==> src/rtl/bus_interconnect_pkg.sv <==
// Shared state encoding, request record and per-system address map for the
// CPU-to-peripheral bus interconnect.
package bus_interconnect_pkg;

  localparam logic [1:0] ST_IDLE    = 2'd0;
  localparam logic [1:0] ST_ACCESS  = 2'd1;
  localparam logic [1:0] ST_WAIT    = 2'd2;
  localparam logic [1:0] ST_RESPOND = 2'd3;

  typedef enum logic [1:0] {
    BUS_IDLE    = ST_IDLE,
    BUS_ACCESS  = ST_ACCESS,
    BUS_WAIT    = ST_WAIT,
    BUS_RESPOND = ST_RESPOND
  } bus_state_t;

  typedef struct packed {
    logic [31:0] addr;
    logic [31:0] write_data;
    logic [3:0]  write_mask;
    logic        write;
  } bus_req_t;

  localparam int MAX_DEVICES = 32;
  typedef logic [MAX_DEVICES-1:0] chip_select_t;

  // Default SoC address map; every device decodes to zero until the system overrides it.
  localparam int                            SYS_NUM_DEVICES    = 9;
  localparam logic [SYS_NUM_DEVICES*32-1:0] SYS_DEVICE_BASE    = '0;
  localparam logic [SYS_NUM_DEVICES*32-1:0] SYS_DEVICE_MASK    = '0;
  localparam int                            SYS_TIMEOUT_CYCLES = 15;

  function automatic int idx_width(input int n);
    return (n > 1) ? $clog2(n) : 1;
  endfunction

endpackage

==> src/rtl/bus_decoder.sv <==
// Combinational priority decode of a byte address against per-device base/mask
// pairs; the lowest matching device index wins.
module bus_decoder
  import bus_interconnect_pkg::*;
#(
  parameter int                        NUM_DEVICES = SYS_NUM_DEVICES,
  parameter logic [NUM_DEVICES*32-1:0] DEVICE_BASE = SYS_DEVICE_BASE,
  parameter logic [NUM_DEVICES*32-1:0] DEVICE_MASK = SYS_DEVICE_MASK,
  parameter int                        IDX_W       = idx_width(NUM_DEVICES)
) (
  input  logic [31:0]      addr_i,
  output logic             hit_o,
  output logic [IDX_W-1:0] idx_o
);

  // Scan from the top down so the lowest matching index is the last one written.
  always_comb begin
    hit_o = 1'b0;
    idx_o = '0;
    for (int i = NUM_DEVICES - 1; i >= 0; i--) begin
      if ((addr_i & DEVICE_MASK[32*i +: 32]) == DEVICE_BASE[32*i +: 32]) begin
        hit_o = 1'b1;
        idx_o = IDX_W'(i);
      end
    end
  end

endmodule

==> src/rtl/bus_interconnect.sv <==
// CPU-to-peripheral interconnect: decode, one-cycle chip-select strobe, wait for the
// selected device's ready (bounded by a saturating timeout), then one registered response.
module bus_interconnect
  import bus_interconnect_pkg::*;
#(
  parameter int                        NUM_DEVICES    = SYS_NUM_DEVICES,
  parameter logic [NUM_DEVICES*32-1:0] DEVICE_BASE    = SYS_DEVICE_BASE,
  parameter logic [NUM_DEVICES*32-1:0] DEVICE_MASK    = SYS_DEVICE_MASK,
  parameter int                        TIMEOUT_CYCLES = SYS_TIMEOUT_CYCLES
) (
  input  logic                        clk_i,
  input  logic                        reset_i,
  input  logic [31:0]                 req_addr_i,
  input  logic                        req_read_i,
  input  logic                        req_write_i,
  input  logic [31:0]                 req_write_data_i,
  input  logic [3:0]                  req_write_mask_i,
  output logic                        req_ready_o,
  output logic                        rsp_valid_o,
  output logic [31:0]                 rsp_data_o,
  output logic                        rsp_error_o,
  output logic [NUM_DEVICES-1:0]      dev_chip_select_o,
  output logic [31:0]                 dev_addr_o,
  output logic                        dev_read_enable_o,
  output logic [31:0]                 dev_write_data_o,
  output logic [3:0]                  dev_write_mask_o,
  input  logic [NUM_DEVICES*32-1:0]   dev_read_data_i,
  input  logic [NUM_DEVICES-1:0]      dev_ready_i
);

  localparam int               IDX_W     = idx_width(NUM_DEVICES);
  localparam int               CNT_W     = $clog2(TIMEOUT_CYCLES + 1);
  localparam logic [CNT_W-1:0] CNT_LIMIT = CNT_W'(TIMEOUT_CYCLES);

  bus_state_t             state_q, state_d;
  bus_req_t               req_q, req_d;
  logic [IDX_W-1:0]       sel_q, sel_d;
  logic [NUM_DEVICES-1:0] cs_q, cs_d;
  logic                   rd_en_q, rd_en_d;
  logic                   rsp_valid_q, rsp_valid_d;
  logic                   rsp_error_q, rsp_error_d;
  logic [31:0]            rsp_data_q, rsp_data_d;
  logic [CNT_W-1:0]       cnt_q, cnt_d;

  logic                   dec_hit;
  logic [IDX_W-1:0]       dec_idx;
  logic                   sel_ready;
  logic [31:0]            sel_rdata;

  bus_decoder #(
    .NUM_DEVICES (NUM_DEVICES),
    .DEVICE_BASE (DEVICE_BASE),
    .DEVICE_MASK (DEVICE_MASK),
    .IDX_W       (IDX_W)
  ) u_decoder (
    .addr_i (req_addr_i),
    .hit_o  (dec_hit),
    .idx_o  (dec_idx)
  );

  assign sel_ready = dev_ready_i[sel_q];
  assign sel_rdata = dev_read_data_i[{sel_q, 5'd0} +: 32];

  always_comb begin
    state_d     = state_q;
    req_d       = req_q;
    sel_d       = sel_q;
    cs_d        = '0;
    rd_en_d     = 1'b0;
    rsp_valid_d = 1'b0;
    rsp_error_d = 1'b0;
    rsp_data_d  = '0;
    cnt_d       = cnt_q;
    case (state_q)
      BUS_IDLE: begin
        if (req_read_i || req_write_i) begin
          // A simultaneous read+write is treated as a write.
          req_d.addr       = req_addr_i;
          req_d.write_data = req_write_data_i;
          req_d.write_mask = req_write_i ? req_write_mask_i : 4'h0;
          req_d.write      = req_write_i;
          sel_d            = dec_idx;
          if (dec_hit) begin
            state_d       = BUS_ACCESS;
            cs_d[dec_idx] = 1'b1;
            rd_en_d       = !req_write_i;
          end else begin
            state_d     = BUS_RESPOND;
            rsp_valid_d = 1'b1;
            rsp_error_d = 1'b1;
          end
        end
      end
      BUS_ACCESS: begin
        cnt_d   = '0;
        state_d = BUS_WAIT;
      end
      BUS_WAIT: begin
        if (sel_ready) begin
          state_d     = BUS_RESPOND;
          rsp_valid_d = 1'b1;
          rsp_data_d  = req_q.write ? 32'h0 : sel_rdata;
        end else begin
          if (cnt_q != CNT_LIMIT) cnt_d = cnt_q + 1'b1;
          if (cnt_d == CNT_LIMIT) begin
            state_d     = BUS_RESPOND;
            rsp_valid_d = 1'b1;
            rsp_error_d = 1'b1;
          end
        end
      end
      BUS_RESPOND: state_d = BUS_IDLE;
      default:     state_d = BUS_IDLE;
    endcase
  end

  always_ff @(posedge clk_i) begin
    if (reset_i) begin
      state_q     <= BUS_IDLE;
      req_q       <= '0;
      sel_q       <= '0;
      cs_q        <= '0;
      rd_en_q     <= 1'b0;
      rsp_valid_q <= 1'b0;
      rsp_error_q <= 1'b0;
      rsp_data_q  <= '0;
      cnt_q       <= '0;
    end else begin
      state_q     <= state_d;
      req_q       <= req_d;
      sel_q       <= sel_d;
      cs_q        <= cs_d;
      rd_en_q     <= rd_en_d;
      rsp_valid_q <= rsp_valid_d;
      rsp_error_q <= rsp_error_d;
      rsp_data_q  <= rsp_data_d;
      cnt_q       <= cnt_d;
    end
  end

  assign req_ready_o       = (state_q == BUS_IDLE);
  assign rsp_valid_o       = rsp_valid_q;
  assign rsp_data_o        = rsp_data_q;
  assign rsp_error_o       = rsp_error_q;
  assign dev_chip_select_o = cs_q;
  assign dev_addr_o        = req_q.addr;
  assign dev_read_enable_o = rd_en_q;
  assign dev_write_data_o  = req_q.write_data;
  assign dev_write_mask_o  = req_q.write_mask;

endmodule

==> config.mk <==
export PLATFORM = sky130hd
export DESIGN_NAME = bus_interconnect
export DESIGN_NICKNAME = d
export VERILOG_FILES = /design/src/rtl/bus_interconnect_pkg.sv /design/src/rtl/bus_decoder.sv /design/src/rtl/bus_interconnect.sv
export SDC_FILE = /design/constraint.sdc
export NUM_CORES = 1
export LEC_CHECK = 0
export ABC_AREA = 1
export BUFFER_PORTS_ARGS = -buffer_cell sky130_fd_sc_hd__buf_2
export CORE_AREA = 2 2 189 191
export CTS_BUF_LIST = sky130_fd_sc_hd__clkbuf_8 sky130_fd_sc_hd__clkbuf_16
export DETAILED_ROUTE_END_ITERATION = 10
export DIE_AREA = 0 0 191 193
export GPL_TIMING_DRIVEN = 0
export PLACE_DENSITY_LB_ADDON = 0.05
export SLEW_MARGIN = 20
export SYNTH_ARGS = -nofsm -noshare
export SYNTH_HDL_FRONTEND = slang
export SYNTH_SLANG_ARGS = --single-unit
export TNS_END_PERCENT = 10
==> constraint.sdc <==
create_clock -name clk_i -period 2.2 [get_ports clk_i]
set_clock_uncertainty 0.2 [all_clocks]
set_input_delay 0.22 -clock clk_i [delete_from_list [all_inputs] [get_ports clk_i]]
set_output_delay 0.22 -clock clk_i [all_outputs]
set_load 0.02 [all_outputs]
==> impl_metrics.tcl <==
set metrics [dict create \
    hold_path.startpoint "req_read_i" \
    worst_pin_slew_ps 529 \
    path_common_cell "nor2_1" \
    ir_worst_vdd_mv 0.385 \
    vias_per_cell 3.18 \
    layout.nets 1260 \
    first_pass_iters 4 \
    rr_endpoint "dev_addr_o[30]" \
    synth-compound-area-share 0.0945 \
    root_buffer "clkbuf_16" \
    period_needed_ps 1930 \
    portBuffers 208 \
    drt_wl_total_um 16700 \
    max-cap-violations 0 \
    pwr-share-comb 0.446 \
    ff2ff_path_depth 7 \
    holdPathEnd "state_q[1]" \
    synth.area.mux_share 0 \
    avgSynthCellArea_um2 7.88 \
    area_growth_pct 67.6 \
    ys_dominant_reg_cell "dfxtp_1" \
    clk_path_buf_depth 2 \
    p_int_mw 4.86 \
    placementRows 69 \
    crit_required_ps 2310 \
    r2r_setup_slack_ps 270 \
    setup_ws_ps 271 \
    synth_area_um2 4400 \
    critPathCaptureType "flop" \
    vias 4305 \
    setup_viol_count_final 0 \
    layout-drive-gt1-share 0.357 \
    final_common_cell "buf_2" \
    critPathMaxFanout 10 \
    max-slew-margin-rel 0.647 \
    grt.overflow.total 0 \
    coreArea_um2 35000 \
    gp_congestion 0.663 \
    path_cells "inv_1 > ha_1 > o21ai_4 > inv_2 > clkbuf_1 > nor2_1 > nor2_1" \
    htreeDepth 3 \
    yosysSeqAreaShare 0.505 \
    dieHeight_um 193 \
    final_cell_mix "buf_2, nor2_1, dfxtp_1" \
    power_density_nw_per_um2 1090 \
    crit_buf_inv 3 \
    synth_top_family_by_area "buffers and inverters" \
    synth-simple-area-share 0.190 \
    grt_setup_unrepaired "false" \
    synth_edf_count 0 \
    antenna_found_initial 1 \
    timing.hold.ws_ps 101 \
    crit_type "reg -> reg" \
    start_kind "flop" \
    dieArea_um2 36900 \
    pwr-share-clk 0.214 \
    power.leakage_nw 3.69 \
    place_hpwl_um 12600 \
    routedWlPerCell_um 12.4 \
    clkTransAtPathRegs_ps 80 \
    switchingPower_mw 3.20 \
    pin_count 482 \
    fillCellCount 3987 \
    ys_async_sr_fraction 0 \
    grt_max_degree 18 \
    seqPwrFrac 0.340 \
    cts_tree "done" \
    clock_sinks 111 \
    cp.arrival_ps 2040 \
    place_ws_ps 72.0 \
    crit_slowest_cell "clkbuf_1" \
    status "finished clean" \
    switching_share 0.397 \
    holdPathStages 6 \
    synth_seq_cells 111 \
    slew_violations 0 \
    cts_setup_buffers 0 \
    synth-adder-area-share 0.0114 \
    cpPeakStageDelay_ps 440 \
    drc_errors 0 \
    r2r_start "state_q[0]" \
    groute.usage.overall 0.0903 \
    initial_core_util 0.126 \
    ant_nets 0 \
    ys_warn_count 0 \
    die_w_um 191 \
    insertion_delay_ps 370 \
    setup-tns-final_ps 0 \
    period_share 0.877 \
    cts_buffers 9 \
    synthXorXnorAreaFrac 0 \
    finalHoldViolCount 0 \
    grt_pass1_vias 4322 \
    power_mw 8.06 \
    fmax_mhz 518 \
    hold_path_class "in -> reg" \
    ys_types 22 \
    synthCells 558 \
    drtIter0Drc 103 \
    crit_family "buffers and inverters" \
    grt_first_pass_wirelength_um 24900 \
]
power groups by stage:
| stage | registers, mW | clock network, mW | logic [mW] |
|---|---|---|---|
| 4_1_cts | 2.75 | 1.87 | 3.71 |
| 5_1_grt | 2.80 | 1.92 | 4.05 |
| 3_3_place_gp | 2.80 | 0 | 3.60 |
| 6_report | 2.74 | 1.73 | 3.59 |
| 2_1_floorplan | 2.79 | 0 | 2.34 |
| 3_5_place_dp | 2.79 | 0 | 3.56 |
cells in the mapped netlist, types with 3 or more instances:
cell | instances | area [um2]
nand2_1 | 29 | 109
ha_1 | 4 | 50.1
buf_6 | 3 | 33.8
inv_1 | 46 | 173
clkbuf_1 | 18 | 67.6
nor2_1 | 168 | 631
nand3_1 | 8 | 40.0
buf_4 | 76 | 571
a21oi_1 | 11 | 55.1
o21ai_0 | 67 | 335
dfxtp_1 | 111 | 2220
area by class of cell:
class,count,area (um2),share of cell area
Antenna cell,1,2.50,0.000339
Buffer,102,701,0.0950
Clock buffer,9,225,0.0305
Clock inverter,7,66.3,0.00900
Inverter,47,176,0.0239
Multi-Input combinational cell,305,1330,0.180
Sequential cell,111,2220,0.301
Tap cell,461,577,0.0782
Timing Repair Buffer,311,2070,0.281
per-layer routing:
layer	track usage	up-vias	share of wire
met3	0.0387	10	0.098
li1	-	2283	-
met5	0	-	0
met1	0.128	1834	0.53
met2	0.118	178	0.36
met4	0.0349	0	0.015
what timing repair did:
| action | in CTS | in global routing |
|---|---|---|
| setup endpoints to repair | 0 | 23 |
| hold endpoints to repair | 104 | 0 |
| gates resized for setup | 0 | 8 |
| hold buffers | 103 | 0 |
registers in the layout, summed over array words and instances, names as in the netlist:
register and cells:
dev_addr_o 32, cnt_q 4, dev_read_enable_o 1, rsp_data_o 32, dev_write_mask_o 4, rsp_valid_o 1
dev_chip_select_o 1, req_q 1, rsp_error_o 1, state_q 2, dev_write_data_o 32
metrics by stage:
stage,area [um2],utilization,cells
2_1_floorplan,4420,-,565
3_3_place_gp,6040,0.173,1234
3_5_place_dp,6040,0.173,1234
4_1_cts,7360,0.211,1353
5_1_grt,7370,0.211,1353
6_report,7370,0.211,1354
how the worst max path moves through the flow:
stage,start,end,depth (start not counted)
floorplan,state_q[0],dev_addr_o[10],7
detailed placement,state_q[0],dev_addr_o[0],7
finish,state_q[0],dev_addr_o[30],7
global route,state_q[0],dev_write_data_o[0],7
global placement,state_q[0],dev_write_data_o[26],7
CTS,state_q[0],dev_addr_o[0],7
kinds of logic (layout without fill, tap and decap cells):
| kind of cell | Yosys count | in the layout |
|---|---|---|
| AOI/OAI and AO/OA | 80 | 80 |
| adders and majority gates | 4 | 4 |
| buffers and inverters | 149 | 476 |
| DFF | 111 | 111 |
| other | 1 | 9 |
| and+or+nand+nor | 213 | 213 |
worst min-delay path, delay by kind of cell:
kind,cells,cell delay (ps)
buffers and inverters,1,110
AND/OR/NAND/NOR,5,300
Note: power is estimated with default switching activity, not from simulation.
